<file path="config.mk">
export PLATFORM = sky130hd
export DESIGN_NAME = mem_port_arbiter_flat
export DESIGN_NICKNAME = d
export VERILOG_FILES = /design/src/rtl/mem_port_arbiter_if.sv /design/src/rtl/mem_port_arbiter.sv /design/src/flat_wrapper.sv
export SDC_FILE = /design/constraint.sdc
export NUM_CORES = 1
export LEC_CHECK = 0
export ABC_AREA = 1
export CAP_MARGIN = 30
export CORE_AREA = 3 3 91 111
export DETAILED_ROUTE_END_ITERATION = 10
export DIE_AREA = 0 0 94 114
export GPL_TIMING_DRIVEN = 0
export PLACE_DENSITY = 0.78
export SKIP_LAST_GASP = 1
export SLEW_MARGIN = 30
export SYNTH_ARGS = -nofsm -noshare
export SYNTH_HDL_FRONTEND = slang
export SYNTH_SLANG_ARGS = --single-unit
</file>
<file path="constraint.sdc">
create_clock -name clock -period 4 [get_ports clock]
set_input_delay 0.8 -clock clock [delete_from_list [all_inputs] [get_ports clock]]
set_output_delay 0.8 -clock clock [all_outputs]
set_load 0.1 [all_outputs]
</file>
<file path="src/rtl/mem_port_arbiter_if.sv">
//==============================================================================
// Module   : mem_port_arbiter_if
// Brief    : Requester A/B handshake and memory pin bundle for mem_port_arbiter.
// Revision : 1.0 - initial release
//==============================================================================
`default_nettype none

interface mem_port_arbiter_if #(
    parameter int ADDR_W = 16,
    parameter int DATA_W = 16
);
    logic              a_req;
    logic              a_we;
    logic [ADDR_W-1:0] a_addr;
    logic [DATA_W-1:0] a_wdata;
    logic [DATA_W-1:0] a_rdata;
    logic              a_done;
    logic              a_err;

    logic              b_req;
    logic              b_we;
    logic [ADDR_W-1:0] b_addr;
    logic [DATA_W-1:0] b_wdata;
    logic [DATA_W-1:0] b_rdata;
    logic              b_done;
    logic              b_err;

    logic [ADDR_W-1:0] mem_addr;
    logic [DATA_W-1:0] mem_write;
    logic              mem_memread;
    logic              mem_memwrite;
    logic [DATA_W-1:0] mem_read;

    logic              busy;
    logic              grant_b;

    // Requesters and the memory sit on the master side.
    modport master (
        output a_req, a_we, a_addr, a_wdata,
        input  a_rdata, a_done, a_err,
        output b_req, b_we, b_addr, b_wdata,
        input  b_rdata, b_done, b_err,
        input  mem_addr, mem_write, mem_memread, mem_memwrite,
        output mem_read,
        input  busy, grant_b
    );

    modport slave (
        input  a_req, a_we, a_addr, a_wdata,
        output a_rdata, a_done, a_err,
        input  b_req, b_we, b_addr, b_wdata,
        output b_rdata, b_done, b_err,
        output mem_addr, mem_write, mem_memread, mem_memwrite,
        input  mem_read,
        output busy, grant_b
    );
endinterface

`default_nettype wire

</file>
<file path="src/rtl/mem_port_arbiter.sv">
//==============================================================================
// Module   : mem_port_arbiter
// Brief    : Round-robin two-port arbiter/sequencer for a single-port data memory.
// Revision : 1.0 - initial release
//==============================================================================
`default_nettype none

module mem_port_arbiter #(
    parameter int          ADDR_W   = 16,
    parameter int          DATA_W   = 16,
    parameter int unsigned MAX_ADDR = 32
) (
    input  logic               clock,
    input  logic               reset,
    mem_port_arbiter_if.slave  bus
);

    typedef enum logic [1:0] {
        S_IDLE  = 2'd0,
        S_ISSUE = 2'd1,
        S_RESP  = 2'd2,
        S_DONE  = 2'd3
    } state_t;

    localparam logic [ADDR_W-1:0] c_max_addr = ADDR_W'(MAX_ADDR);

    state_t            r_state;
    state_t            w_state_nxt;

    logic              w_grant_a;
    logic              w_grant_b;
    logic              w_take;
    logic [ADDR_W-1:0] w_sel_addr;
    logic [DATA_W-1:0] w_sel_wdata;
    logic              w_sel_we;
    logic              w_sel_oor;

    logic              r_last_b;
    logic              r_owner_b;
    logic              r_we;
    logic              r_oor;
    logic [DATA_W-1:0] r_cap;

    logic [ADDR_W-1:0] r_mem_addr;
    logic [DATA_W-1:0] r_mem_write;
    logic              r_mem_memread;
    logic              r_mem_memwrite;
    logic [DATA_W-1:0] r_a_rdata;
    logic              r_a_done;
    logic              r_a_err;
    logic [DATA_W-1:0] r_b_rdata;
    logic              r_b_done;
    logic              r_b_err;
    logic              r_busy;

    // On a tie the port that was not granted last wins.
    always_comb begin
        w_grant_a   = 1'b0;
        w_grant_b   = 1'b0;
        w_state_nxt = r_state;
        if (r_state == S_IDLE) begin
            w_grant_a = bus.a_req && (!bus.b_req ||  r_last_b);
            w_grant_b = bus.b_req && (!bus.a_req || !r_last_b);
        end
        w_take      = w_grant_a || w_grant_b;
        w_sel_addr  = w_grant_b ? bus.b_addr  : bus.a_addr;
        w_sel_wdata = w_grant_b ? bus.b_wdata : bus.a_wdata;
        w_sel_we    = w_grant_b ? bus.b_we    : bus.a_we;
        w_sel_oor   = (w_sel_addr > c_max_addr);

        case (r_state)
            S_IDLE:  w_state_nxt = w_take ? S_ISSUE : S_IDLE;
            S_ISSUE: w_state_nxt = S_RESP;
            S_RESP:  w_state_nxt = S_DONE;
            S_DONE:  w_state_nxt = S_IDLE;
            default: w_state_nxt = S_IDLE;
        endcase
    end

    always_ff @(posedge clock or posedge reset) begin
        if (reset) begin
            r_state <= S_IDLE;
        end else begin
            r_state <= w_state_nxt;
        end
    end

    always_ff @(posedge clock or posedge reset) begin
        if (reset) begin
            r_last_b       <= 1'b1;
            r_owner_b      <= 1'b0;
            r_we           <= 1'b0;
            r_oor          <= 1'b0;
            r_cap          <= '0;
            r_mem_addr     <= '0;
            r_mem_write    <= '0;
            r_mem_memread  <= 1'b0;
            r_mem_memwrite <= 1'b0;
            r_a_rdata      <= '0;
            r_a_done       <= 1'b0;
            r_a_err        <= 1'b0;
            r_b_rdata      <= '0;
            r_b_done       <= 1'b0;
            r_b_err        <= 1'b0;
            r_busy         <= 1'b0;
        end else begin
            r_a_done       <= 1'b0;
            r_a_err        <= 1'b0;
            r_b_done       <= 1'b0;
            r_b_err        <= 1'b0;
            r_mem_memread  <= 1'b0;
            r_mem_memwrite <= 1'b0;
            r_busy         <= (w_state_nxt != S_IDLE);

            case (r_state)
                S_IDLE: begin
                    if (w_take) begin
                        r_last_b       <= w_grant_b;
                        r_owner_b      <= w_grant_b;
                        r_we           <= w_sel_we;
                        r_oor          <= w_sel_oor;
                        r_mem_addr     <= w_sel_addr;
                        r_mem_write    <= w_sel_wdata;
                        // Strobes are valid only during ISSUE; out-of-range never touches memory.
                        r_mem_memread  <= !w_sel_we && !w_sel_oor;
                        r_mem_memwrite <=  w_sel_we && !w_sel_oor;
                    end
                end
                S_RESP: begin
                    r_cap <= bus.mem_read;
                end
                S_DONE: begin
                    if (r_owner_b) begin
                        r_b_done <= 1'b1;
                        r_b_err  <= r_oor;
                        if (!r_we && !r_oor) begin
                            r_b_rdata <= r_cap;
                        end
                    end else begin
                        r_a_done <= 1'b1;
                        r_a_err  <= r_oor;
                        if (!r_we && !r_oor) begin
                            r_a_rdata <= r_cap;
                        end
                    end
                end
                default: begin
                end
            endcase
        end
    end

    assign bus.mem_addr     = r_mem_addr;
    assign bus.mem_write    = r_mem_write;
    assign bus.mem_memread  = r_mem_memread;
    assign bus.mem_memwrite = r_mem_memwrite;
    assign bus.a_rdata      = r_a_rdata;
    assign bus.a_done       = r_a_done;
    assign bus.a_err        = r_a_err;
    assign bus.b_rdata      = r_b_rdata;
    assign bus.b_done       = r_b_done;
    assign bus.b_err        = r_b_err;
    assign bus.busy         = r_busy;
    // grant_b reads 0 after reset even though B is internally "last" so A wins the first tie.
    assign bus.grant_b      = r_owner_b;

endmodule

`default_nettype wire

</file>
<file path="src/flat_wrapper.sv">
// flat-port wrapper written by rule: the top's interface ports become plain ports
module mem_port_arbiter_flat 
#(
    parameter int          ADDR_W   = 16,
    parameter int          DATA_W   = 16,
    parameter int unsigned MAX_ADDR = 32
)
  (clock, reset, bus_a_req, bus_a_we, bus_a_addr, bus_a_wdata, bus_a_rdata, bus_a_done, bus_a_err, bus_b_req, bus_b_we, bus_b_addr, bus_b_wdata, bus_b_rdata, bus_b_done, bus_b_err, bus_mem_addr, bus_mem_write, bus_mem_memread, bus_mem_memwrite, bus_mem_read, bus_busy, bus_grant_b);
  mem_port_arbiter_if #(.ADDR_W(ADDR_W), .DATA_W(DATA_W)) bus_i ();
  input  logic clock;
  input  logic reset;
  input wire logic [$bits(bus_i.a_req)-1:0] bus_a_req;
  input wire logic [$bits(bus_i.a_we)-1:0] bus_a_we;
  input wire logic [$bits(bus_i.a_addr)-1:0] bus_a_addr;
  input wire logic [$bits(bus_i.a_wdata)-1:0] bus_a_wdata;
  output wire logic [$bits(bus_i.a_rdata)-1:0] bus_a_rdata;
  output wire logic [$bits(bus_i.a_done)-1:0] bus_a_done;
  output wire logic [$bits(bus_i.a_err)-1:0] bus_a_err;
  input wire logic [$bits(bus_i.b_req)-1:0] bus_b_req;
  input wire logic [$bits(bus_i.b_we)-1:0] bus_b_we;
  input wire logic [$bits(bus_i.b_addr)-1:0] bus_b_addr;
  input wire logic [$bits(bus_i.b_wdata)-1:0] bus_b_wdata;
  output wire logic [$bits(bus_i.b_rdata)-1:0] bus_b_rdata;
  output wire logic [$bits(bus_i.b_done)-1:0] bus_b_done;
  output wire logic [$bits(bus_i.b_err)-1:0] bus_b_err;
  output wire logic [$bits(bus_i.mem_addr)-1:0] bus_mem_addr;
  output wire logic [$bits(bus_i.mem_write)-1:0] bus_mem_write;
  output wire logic [$bits(bus_i.mem_memread)-1:0] bus_mem_memread;
  output wire logic [$bits(bus_i.mem_memwrite)-1:0] bus_mem_memwrite;
  input wire logic [$bits(bus_i.mem_read)-1:0] bus_mem_read;
  output wire logic [$bits(bus_i.busy)-1:0] bus_busy;
  output wire logic [$bits(bus_i.grant_b)-1:0] bus_grant_b;
  assign bus_i.a_req = bus_a_req;
  assign bus_i.a_we = bus_a_we;
  assign bus_i.a_addr = bus_a_addr;
  assign bus_i.a_wdata = bus_a_wdata;
  assign bus_a_rdata = bus_i.a_rdata;
  assign bus_a_done = bus_i.a_done;
  assign bus_a_err = bus_i.a_err;
  assign bus_i.b_req = bus_b_req;
  assign bus_i.b_we = bus_b_we;
  assign bus_i.b_addr = bus_b_addr;
  assign bus_i.b_wdata = bus_b_wdata;
  assign bus_b_rdata = bus_i.b_rdata;
  assign bus_b_done = bus_i.b_done;
  assign bus_b_err = bus_i.b_err;
  assign bus_mem_addr = bus_i.mem_addr;
  assign bus_mem_write = bus_i.mem_write;
  assign bus_mem_memread = bus_i.mem_memread;
  assign bus_mem_memwrite = bus_i.mem_memwrite;
  assign bus_i.mem_read = bus_mem_read;
  assign bus_busy = bus_i.busy;
  assign bus_grant_b = bus_i.grant_b;
  mem_port_arbiter #(.ADDR_W(ADDR_W), .DATA_W(DATA_W), .MAX_ADDR(MAX_ADDR)) u_core (.clock(clock), .reset(reset), .bus(bus_i));
endmodule
</file>
Word-level counts from Yosys, hierarchy flattened:

Index checks and enable logic that the tools add are counted.

* register bits after elaboration: 93
* bits of input ports: 86
* output and inout bits: 72

* order comparisons: 1
* equal/unequal tests: 3
* muxes and demuxes: 19
* bitwise gates (word level): 1
* reductions and logical operators: 20

Operators by type and width (count)
* $mux 16: 2
* $gt 16x6->1 const B: 1
* $mux 1: 16
* $pmux 2 s4: 1
* $logic_not 1->1: 7
* $reduce_and 3->1: 2
* $logic_and 1x1->1: 5
* $eq 2x2->1 const B: 2
* $logic_or 1x1->1: 3
* $eq 2x1->1 const B: 1
* $logic_not 2->1: 1
* $reduce_and 2->1: 1
* $reduce_bool 2->1: 1
* $not 1->1: 1

Logic depth before layout (Yosys ltp):

* word-level depth: 10
* depth in mapped cells: 14
* gate-level depth less buffers: 13

Worst setup path after synthesis:

OpenSTA, ideal clock, no wires.

* path type: register -> register
* from: reg u_core.r_owner_b, in the netlist u_core.bus.grant_b
* to: reg u_core.r_b_rdata[10], in the netlist u_core.bus.b_rdata[10]
* library setup time: 0.132 ns
* data arrival time: 1.627 ns
* data required time: 3.868 ns
* slack: 2.242 ns
* stages on the path, launching flop included: 7
* buffers on the path: 1
* period minus slack after synthesis: 1.758 ns
* cell sequence: dfrtp_1 -> nand2_1 -> inv_1 -> nand2_1 -> clkbuf_1 -> nand2_1 -> o21ai_0

* cells in the longest elaborated chain, start to end: 1

Ends and longest elaborated chain
* start: declaration: RTL line mem_port_arbiter.sv:39 `logic r_owner_b;`
* start signal: assignment: RTL line mem_port_arbiter.sv:119 `r_owner_b <= w_grant_b;`
* $reduce_and 3->1 (no source line)
* end signal: assignment: RTL line mem_port_arbiter.sv:137 `r_b_rdata <= r_cap;`
* end: declaration: RTL line mem_port_arbiter.sv:51 `logic [DATA_W-1:0] r_b_rdata;`

No other way between the ends.
A chain may end at the register's enable or synchronous reset.

Worst setup path after layout:

* from: reg u_core.r_owner_b, in the netlist u_core.bus.grant_b
* to: out bus_grant_b

RTL lines
* end: declaration: RTL line flat_wrapper.sv:32 `output wire logic [$bits(bus_i.grant_b)-1:0] bus_grant_b;`

No word-level cell between the ends.

==> results_dict.tcl <==
set metrics [dict create \
    dp_hpwl_um 8240 \
    cts_num_sinks 93 \
    cts_hold_buf 0 \
    final_cell_mix "157 x clkdlybuf4s50_1, 124 x nand2_1, 92 x dfrtp_1, 66 x o21ai_0, 41 x inv_1" \
    syn_area_um2 3890 \
    grt_overflow 0 \
    clk-insertion-delay-late_ps 360 \
    leakage_nw 2.67 \
    port_buffers 157 \
    cap_violations 0 \
    drc_errors 0 \
    ir_drop_v 0.000746 \
    first_pass_iters 4 \
    pre_cts_ws_ps 1520 \
    route.met2.wl_um 5240 \
    critPathRequiredTime_ps 3200 \
    antenna_found_initial 0 \
    drt-total-wl_um 10700 \
    numCtsBuffers 9 \
    syn_area_per_cell_um2 8.79 \
    ys_types 25 \
    cp_num_buf_inv 1 \
    final_max_slew_viol_count 0 \
    cp_slowest_cell "clkdlybuf4s50_1" \
    final_common_cell "clkdlybuf4s50_1" \
    cts_tree "done" \
    syn_to_final_growth_pct 50.7 \
    yosysSeqAreaShare 0.599 \
    fin_skew_ps 11.5 \
    finalCriticalPeriod_ps 2780 \
    cp_slowest_stage_delay_ps 1190 \
    post_cts_buffers 0 \
    path_class "register to primary output" \
    crit_family "buffers and inverters" \
    dieWidth_um 94 \
    synth_top_cell_area_share 0.592 \
    grt_pass1_wl_um 17300 \
    placementRows 38 \
    power_density_nw_per_um2 893 \
    synth_cells 442 \
    period_share 0.694 \
    htree_levels 3 \
    synthTopCellsByArea "dfrtp_1 59%, nand2_1 12%, o21ai_0 8.5%" \
    fp.dieH_um 114 \
    status "completed" \
    worstSetupEndpointType "primary output" \
    hold_violations 0 \
    met3_length_um 1060 \
    yosysWarnings 0 \
    clkTransAtPathRegs_ps 80 \
    design_area_um2 5860 \
    wl_per_cell_um 14.5 \
    worstMarginPinSlew_ps 1010 \
    top_layer "met4" \
    cts_resized 0 \
    final_nets 700 \
    cp-start-kind "register" \
    drt_iter0_markers 116 \
    cts_buffer_depth 2 \
    pin_count 158 \
    synthesis.nets 531 \
    gp_congestion 0.857 \
    n_antenna_cell 0 \
    relSlewSlack 0.326 \
    cts_root_buf "clkbuf_8" \
    wl_met1_um 4200 \
    setup_viol 0 \
    worstPathCellList "clkdlybuf4s50_1" \
    fmax_mhz 360 \
    via_per_inst 4.91 \
    ys_ff_latch 93 \
    rsz0062_at_grt "no" \
    coreArea_um2 9030 \
    grt_max_degree 56 \
    start_util 0.430 \
    ant_nets 0 \
    crit_arrival_ps 1980 \
    vias 3614 \
    layout-drive-gt1-share 0.0536 \
    die_area_um2 10700 \
    timing.final.ws_setup_ps 1220 \
    dpl_cell_area_um2 5640 \
    grt_pass1_vias 3602 \
    yosys.area.top_type "dfrtp_1" \
    crit_fanout 5 \
    grt_usage 0.207 \
    holdCritPathClass "register to register" \
]
## layout make-up
cell class,instances,area [µm²]
Multi-Input combinational cell,282,1280
Buffer,23,114
Inverter,44,173
Sequential cell,93,2330
Clock buffer,13,149
Clock inverter,3,68.8
Timing Repair Buffer,158,1600
Fill cell,753,3180
Tap cell,120,150
## power breakdown
group / internal (mW) / total [mW] / switching, mW
Sequential: 1.28 / 1.44 / 0.161
Combinational: 0.722 / 3.11 / 2.39
Clock: 0.372 / 0.686 / 0.314
## synthesized netlist by cell type, drive strengths merged
master  number
inv         44
clkbuf      13
buf         10
nand2      126
ha           3
o21a         1
o21ai       68
nor3         1
nand3b       8
or2          3
nand3        7
o21bai       1
dfstp        1
nor2        31
a31oi        1
a21oi       32
dfrtp       92
## state kept, by name, indices dropped and copies added (netlist names), 2 cells and up
register and cells:
u_core.bus.mem_addr 16, u_core.bus.mem_write 16, u_core.r_state 2, u_core.r_cap 16, u_core.bus.b_rdata 16, u_core.bus.a_rdata 16
## metrics by stage
stage | hold slack [ps] | util | total power, mW | instances | TNS (ps)
2_1_floorplan | 450 | - | 3.74 | 442 | 0
3_3_place_gp | 460 | 0.621 | 4.52 | 719 | -46590
3_5_place_dp | 473 | 0.624 | 4.57 | 720 | 0
4_1_cts | 492 | 0.648 | 5.27 | 736 | 0
5_1_grt | 513 | 0.648 | 5.50 | 736 | 0
6_report | 488 | 0.648 | 5.23 | 736 | 0
## cells by family (layout without fill, tap and decap cells)
| logic type | Yosys count | count (layout) | share of synthesized area |
|---|---|---|---|
| buffers and inverters | 67 | 241 | 0.0724 |
| flip-flops | 93 | 93 | 0.599 |
| AND/OR/NAND/NOR | 176 | 176 | 0.184 |
| adder cells (fa/ha/maj) | 3 | 3 | 0.00966 |
| AO/OA/AOI/OAI | 103 | 103 | 0.135 |
## path summary, 6_finish.rpt
path,from,endpoint,slack (ps),cells after the start
setup / recovery,u_core.bus.grant_b,bus_grant_b,1220,1
max in group asynchronous,reset,u_core.bus.b_err,2600,3
min in group asynchronous,reset,u_core.bus.mem_write[10],800,2
hold reg to reg,u_core.bus.mem_addr[1],u_core.bus.mem_addr[1],490,2
setup reg to reg,u_core.r_state[1],u_core.bus.mem_write[15],2140,10
hold / removal,u_core.bus.mem_addr[1],u_core.bus.mem_addr[1],490,2
## routing by layer
metal | track usage | vias to the layer above
li1 | - | 1728
met3 | 0.0640 | 14
met4 | 0.0713 | 0
met1 | 0.247 | 1712
met2 | 0.354 | 160
met5 | 0 | -
Power figures use the tool's default switching activity.
==> RTL change 1: new RTL, same settings <==
Reset style: synchronous (`reset`), changed in 2 clocked blocks.
--- a/src/rtl/mem_port_arbiter.sv
+++ b/src/rtl/mem_port_arbiter.sv
@@ -77,7 +77,7 @@
         endcase
     end
 
-    always_ff @(posedge clock or posedge reset) begin
+    always_ff @(posedge clock) begin
         if (reset) begin
             r_state <= S_IDLE;
         end else begin
@@ -85,7 +85,7 @@
         end
     end
 
-    always_ff @(posedge clock or posedge reset) begin
+    always_ff @(posedge clock) begin
         if (reset) begin
             r_last_b       <= 1'b1;
             r_owner_b      <= 1'b0;
Formal check against the unedited RTL: differs if reset is asserted again (counterexample within 4 cycles, from zero or initial values and one cycle with reset high); with reset held inactive, the same outputs for 10 cycles.
==> RTL change 1 against the unedited design <==
- die area stayed put
- routed wire length decreased by 5.0%
- synthesized cell count increased by 3.4%
- sequential cell count unchanged
- synthesized area shrank 8.8%
- cell count rose by 1.8%
- worst hold slack worse by 0.039 ns
- setup slack lost 0.0048 ns
- design area fell by 6.7%
- critical path type unchanged
Power is not compared: it rests on default switching activity, and its combinational part moved more than twofold at a synthesized area within 25%.
==> RTL change 1: results (changes against the unedited design) <==
GP Congestion -> 0.9038 (+5.4%)
depth of the CTS H-tree -> 3 (unchanged)
Unique masters post-synth -> 27 (+8.0%)
DP Cell Count -> 733 (+1.8%)
Fill cells -> 817 (+8.5%)
vias in the first global route -> 3527 (-2.1%)
CP max FO -> 6 (+1)
Synth Area in Adders -> 0.01059 (+0.0009345)
syn_nets -> 546 (+2.8%)
Avg Cell Area, Syn -> 7.754 sq um (-12%)
max_slew headroom -> 0.3228 (-0.003064)
Hold Path Origin -> u_core.bus.b_rdata[7]
Primary FF master, synth -> dfxtp_1
clock buffer count from CTS -> 9 (unchanged)
fraction of area in multi-input gates -> 0.2628 (+0.04497)
buffers added on ports -> 156 (-0.64%)
Clock-cell share -> 0.03938 (+0.002214)
Compound-Gate Fraction of Synth Area -> 0.1787 (+0.04345)
DP HPWL -> 8.196 mm (-0.50%)
synth top area cells -> dfxtp_1 53%, o21ai_0 11%, nor2_1 10%, nand2_1 7.2%, inv_1 3.2%
Crit. Startpoint -> u_core.bus.grant_b
Post-DP Area -> 5255 sq um (-6.8%)
sequential cell area fraction in the yosys report -> 0.5254 (-0.07374)
Non-Filler Instances -> 749 (+1.8%)
Post-Route WL -> 10.15 mm (-5.0%)
cell count of the worst reg-to-reg path -> 13 (+3)
layout inverter count without the clock tree -> 33 (-25%)
multi-input gates -> 308 (+9.2%)
layout cells sized above 1 -> 0.06041 (+0.006842)
most frequent cells after synthesis -> 94 x nor2_1, 93 x dfxtp_1, 77 x o21ai_0
Non-clock buffers, area share -> 0.3061 (+0.01369)
post-synthesis mux area share -> 0.002825 (+0.002825)
clock skew -> 0.006582 ns (-0.004941 ns)
first-pass GRT wire length -> 16.28 mm (-5.9%)
Sink Count -> 93 (unchanged)
asr flop ratio synth -> 0 (-1.000)
worst min-delay path category -> reg2reg
XOR/XNOR Fraction of Synth Area -> 0 (unchanged)
Buffers, non-clock -> 179 (-1.1%)
initial antenna violation count -> 0 (unchanged)
crit-path max cell delay -> 1.20 ns
largest net degree at the start of global routing -> 16 (-71%)
clkbuf count -> 10 (-3)
Root Buffer -> clkbuf_8
Synth-to-Final Area Change -> 54.24%
Max rail drop VDD -> 0.0002567 V
Leakage -> 2.184 nW
drt first pass iters -> 6 (+2)
status -> complete, no violations
pre-CTS WS -> 1.414 ns (-0.1059 ns)
Final nets -> 713 (+1.9%)
reg-to-reg startpoint -> u_core.r_state[1]
Synth warnings -> 0 (unchanged)
Total GRT Usage -> 0.1943 (-0.01298)
CTS clk-pin slew, worst paths -> 0.08 ns (about the same)
Initial DRC Count -> 128 (+10%)
drt via density -> 4.816 (-1.9%)
FF/Latch Area -> 1862 sq um (-20%)
Final Power -> 2.800 mW
-- RTL change 1: cell count changes after synthesis, sizes merged, moves of 4 or more --
cell	change
dfxtp	+93
dfrtp	-92
nor2	+64
nand2	-52
o21ai	+19
a21oi	-14
inv	-13
a22o	+11
nand3b	-6
nand3	+4
-- RTL change 1: final timing paths --
check	slack [ns]	to
hold reg to reg	0.45	u_core.bus.b_rdata[7]
setup reg to reg	2.06	u_core.r_oor
setup / recovery	1.22	bus_grant_b
hold / removal	0.45	u_core.bus.b_rdata[7]
-- RTL change 1: tightest hold or removal path, stage by stage (launching register included) --
cell     delay, ns
dfxtp_1       0.32
inv_1         0.05
a21oi_1       0.05
-- RTL change 1: metal layers --
metal	part of all wire	wire length, um	global-route usage
met1	0.39	3918	0.2042
met2	0.49	4979	0.3458
met3	0.10	1013	0.06530
met4	0.023	236	0.08960
met5	0	0	0
==> RTL change 2: new RTL, same settings <==
Without the edit above. `ADDR_W` is set to 16 in 3 places; all go to 15.
--- a/src/rtl/mem_port_arbiter_if.sv
+++ b/src/rtl/mem_port_arbiter_if.sv
@@ -6,7 +6,7 @@
 `default_nettype none
 
 interface mem_port_arbiter_if #(
-    parameter int ADDR_W = 16,
+    parameter int ADDR_W = 15,
     parameter int DATA_W = 16
 );
     logic              a_req;
--- a/src/rtl/mem_port_arbiter.sv
+++ b/src/rtl/mem_port_arbiter.sv
@@ -6,7 +6,7 @@
 `default_nettype none
 
 module mem_port_arbiter #(
-    parameter int          ADDR_W   = 16,
+    parameter int          ADDR_W   = 15,
     parameter int          DATA_W   = 16,
     parameter int unsigned MAX_ADDR = 32
 ) (
--- a/src/flat_wrapper.sv
+++ b/src/flat_wrapper.sv
@@ -1,7 +1,7 @@
 // flat-port wrapper written by rule: the top's interface ports become plain ports
 module mem_port_arbiter_flat 
 #(
-    parameter int          ADDR_W   = 16,
+    parameter int          ADDR_W   = 15,
     parameter int          DATA_W   = 16,
     parameter int unsigned MAX_ADDR = 32
 )
Ports: changed (resized bus_a_addr, bus_b_addr and bus_mem_addr); port bits go from 158 to 155. No check against the original RTL was run, so the function may have changed too.
==> RTL change 2 against the unedited design <==
- setup slack improved by 0.011 ns
- critical path depth unchanged
- critical path type unchanged
- count of clock-buffer cells in the layout shrank 3
- core utilization down 0.50 points
- synthesized area down 0.74%
- synthesized cell count decreased by 4.8%
- design area down 0.77%
- sequential cell count fell by 1
- clock skew down 0.0014 ns
- routed wire length grew 0.83%
- largest cell class unchanged
- clock power is 3.5% higher
- total power grew 0.71%
==> RTL change 2: results (changes against the unedited design) <==
ANT cells -> 0 (unchanged)
layout cells sized above 1 -> 0.08108 (+0.02751)
Fill cells -> 776 (+3.1%)
Routed WL per cell -> 15.13 um (+4.2%)
Unique masters post-synth -> 28 (+12%)
met1 GRT Util -> 0.2402 (-0.006618)
DP HPWL -> 8.272 mm (+0.42%)
asr flop ratio synth -> 1.000 (unchanged)
worst min-delay path category -> reg2reg
Avg Cell Area, Syn -> 9.163 sq um (+4.2%)
Worst Max-Slew Pin Slew -> 1.019 ns (+0.01078 ns)
most frequent cells after synthesis -> 108 x nand2_1, 91 x dfrtp_1, 58 x o21ai_0
CP max FO -> 5 (unchanged)
DP Cell Count -> 696 (-3.3%)
GP Congestion -> 0.8443 (-1.5%)
Total GRT Usage -> 0.2102 (+0.002923)
top cell family by delay on the critical path -> buffers and inverters
buffers added on ports -> 154 (-1.9%)
PostCTS Resize Cnt -> 0 (unchanged)
Worst-Skew Late Latency -> 0.36 ns (about the same)
Clock Tree Buf Depth -> 2 (unchanged)
cell count of the worst reg-to-reg path -> 8 (-2)
drt via density -> 4.889 (-0.43%)
vias in the first global route -> 3644 (+1.2%)
sequential cell area fraction in the yosys report -> 0.5971 (-0.002017)
syn_nets -> 508 (-4.3%)
initial antenna violation count -> 0 (unchanged)
Post-CTS Hold Fix Bufs -> 0 (unchanged)
Initial DRC Count -> 99 (-15%)
largest net degree at the start of global routing -> 63 (+13%)
status -> complete, no violations
GR met3 Demand/Resource -> 0.06003 (-0.003958)
Worst Path Arrival -> 1.97 ns
Post-Route WL -> 10.77 mm (+0.83%)
Reg2Reg Capture Point -> u_core.bus.mem_write[0]
synth top area cells -> dfrtp_1 59%, nand2_1 11%, o21ai_0 7.5%, a21oi_1 4.3%, nor2_1 3.6%
first-pass GRT wire length -> 17.48 mm (+1.1%)
clock buffer count from CTS -> 9 (unchanged)
Root Buffer -> clkbuf_8
met2 usage -> 0.3799 (+0.02605)
post-synth top area share -> 0.5903 (-0.002068)
r2r setup slk -> 1.99 ns (-0.15 ns)
Leakage -> 2.596 nW (-2.9%)
drt first pass iters -> 4 (unchanged)
crit-path max cell delay -> 1.19 ns (about the same)
CP Capture Point -> bus_grant_b
depth of the CTS H-tree -> 3 (unchanged)
Crit. Startpoint -> u_core.bus.grant_b
clock skew -> 0.01008 ns (-0.001442 ns)
Final nets -> 674 (-3.7%)
reg-to-reg startpoint -> u_core.r_state[1]
Final Hold Slack -> 0.4904 ns (+0.002334 ns)
critical path's slowest cell -> clkdlybuf4s50_1
Max rail drop VDD -> 0.0006851 V (-8.1%)
CTS clk-pin slew, worst paths -> 0.09 ns
==> RTL change 2: changes by cell type in the layout (fill, tap and decap cells not counted), moves of 6 or more <==
cell / delta
nand2_1: -16
nand2_2: +7
o21ai_0: -8
a31oi_1: +7
inv_1: -9
nor2_1: +6
==> RTL change 2: cell type report <==
class	instances	area, sq um	share of cell area
clock inverter	6	93.84	0.01614
sequential	92	2303	0.3963
inverter	34	137.6	0.02368
multi-input combinational	275	1311	0.2256
buffer	20	110.1	0.01894
tap	120	150.1	0.02583
timing repair buffer	155	1569	0.2699
clock buffer	10	137.6	0.02368
==> RTL change 2: cell families after synthesis <==
logic type      synth area share
simple gates              0.1878
compound gates            0.1424
flops                     0.5971
buf+inv                  0.06293
fa+ha+maj               0.009732
==> RTL change 2: stage by stage <==
step / area (sq um) / worst slack (ns) / total power [mW] / setup TNS [ns] / util
floorplan: 3857 / 0.8097 / 3.751 / 0 / -
global placement: 5549 / -0.4803 / 4.524 / -43.16 / 0.6143
detailed placement: 5582 / 1.379 / 4.589 / 0 / 0.6179
CTS: 5813 / 1.218 / 5.306 / 0 / 0.6435
global route: 5813 / 1.187 / 5.541 / 0 / 0.6435
finish: 5813 / 1.233 / 5.268 / 0 / 0.6435
==> RTL change 2: worst min-delay path, cell delays in order (launching register included) <==
cell and delay (ns):
dfrtp_1 0.35, nand2_1 0.05, o21ai_0 0.06
==> RTL change 2: metal layers <==
layer  wire length (um)  part of all wire
met5                  0                 0
met4                121             0.011
met3                815             0.076
met2               5663              0.53
met1               4173              0.39
==> RTL change 2: how the worst min path moves through the flow <==
| stage | from | to | depth (start not counted) |
|---|---|---|---|
| after floorplan | u_core.r_we | u_core.r_we | 2 |
| after detailed placement | u_core.bus.b_rdata[6] | u_core.bus.b_rdata[6] | 2 |
| after CTS | u_core.bus.a_rdata[9] | u_core.bus.a_rdata[9] | 2 |
| final | u_core.bus.a_rdata[11] | u_core.bus.a_rdata[11] | 2 |
| after global routing | u_core.bus.a_rdata[9] | u_core.bus.a_rdata[9] | 2 |
| after global placement | u_core.bus.a_rdata[8] | u_core.bus.a_rdata[8] | 2 |
==> RTL change 2: report_power, final <==
part | leakage, nW | switching (mW) | internal (mW)
Sequential | 1.12 | 0.172 | 1.26
Clock | 0.113 | 0.335 | 0.375
Combinational | 1.36 | 2.39 | 0.735
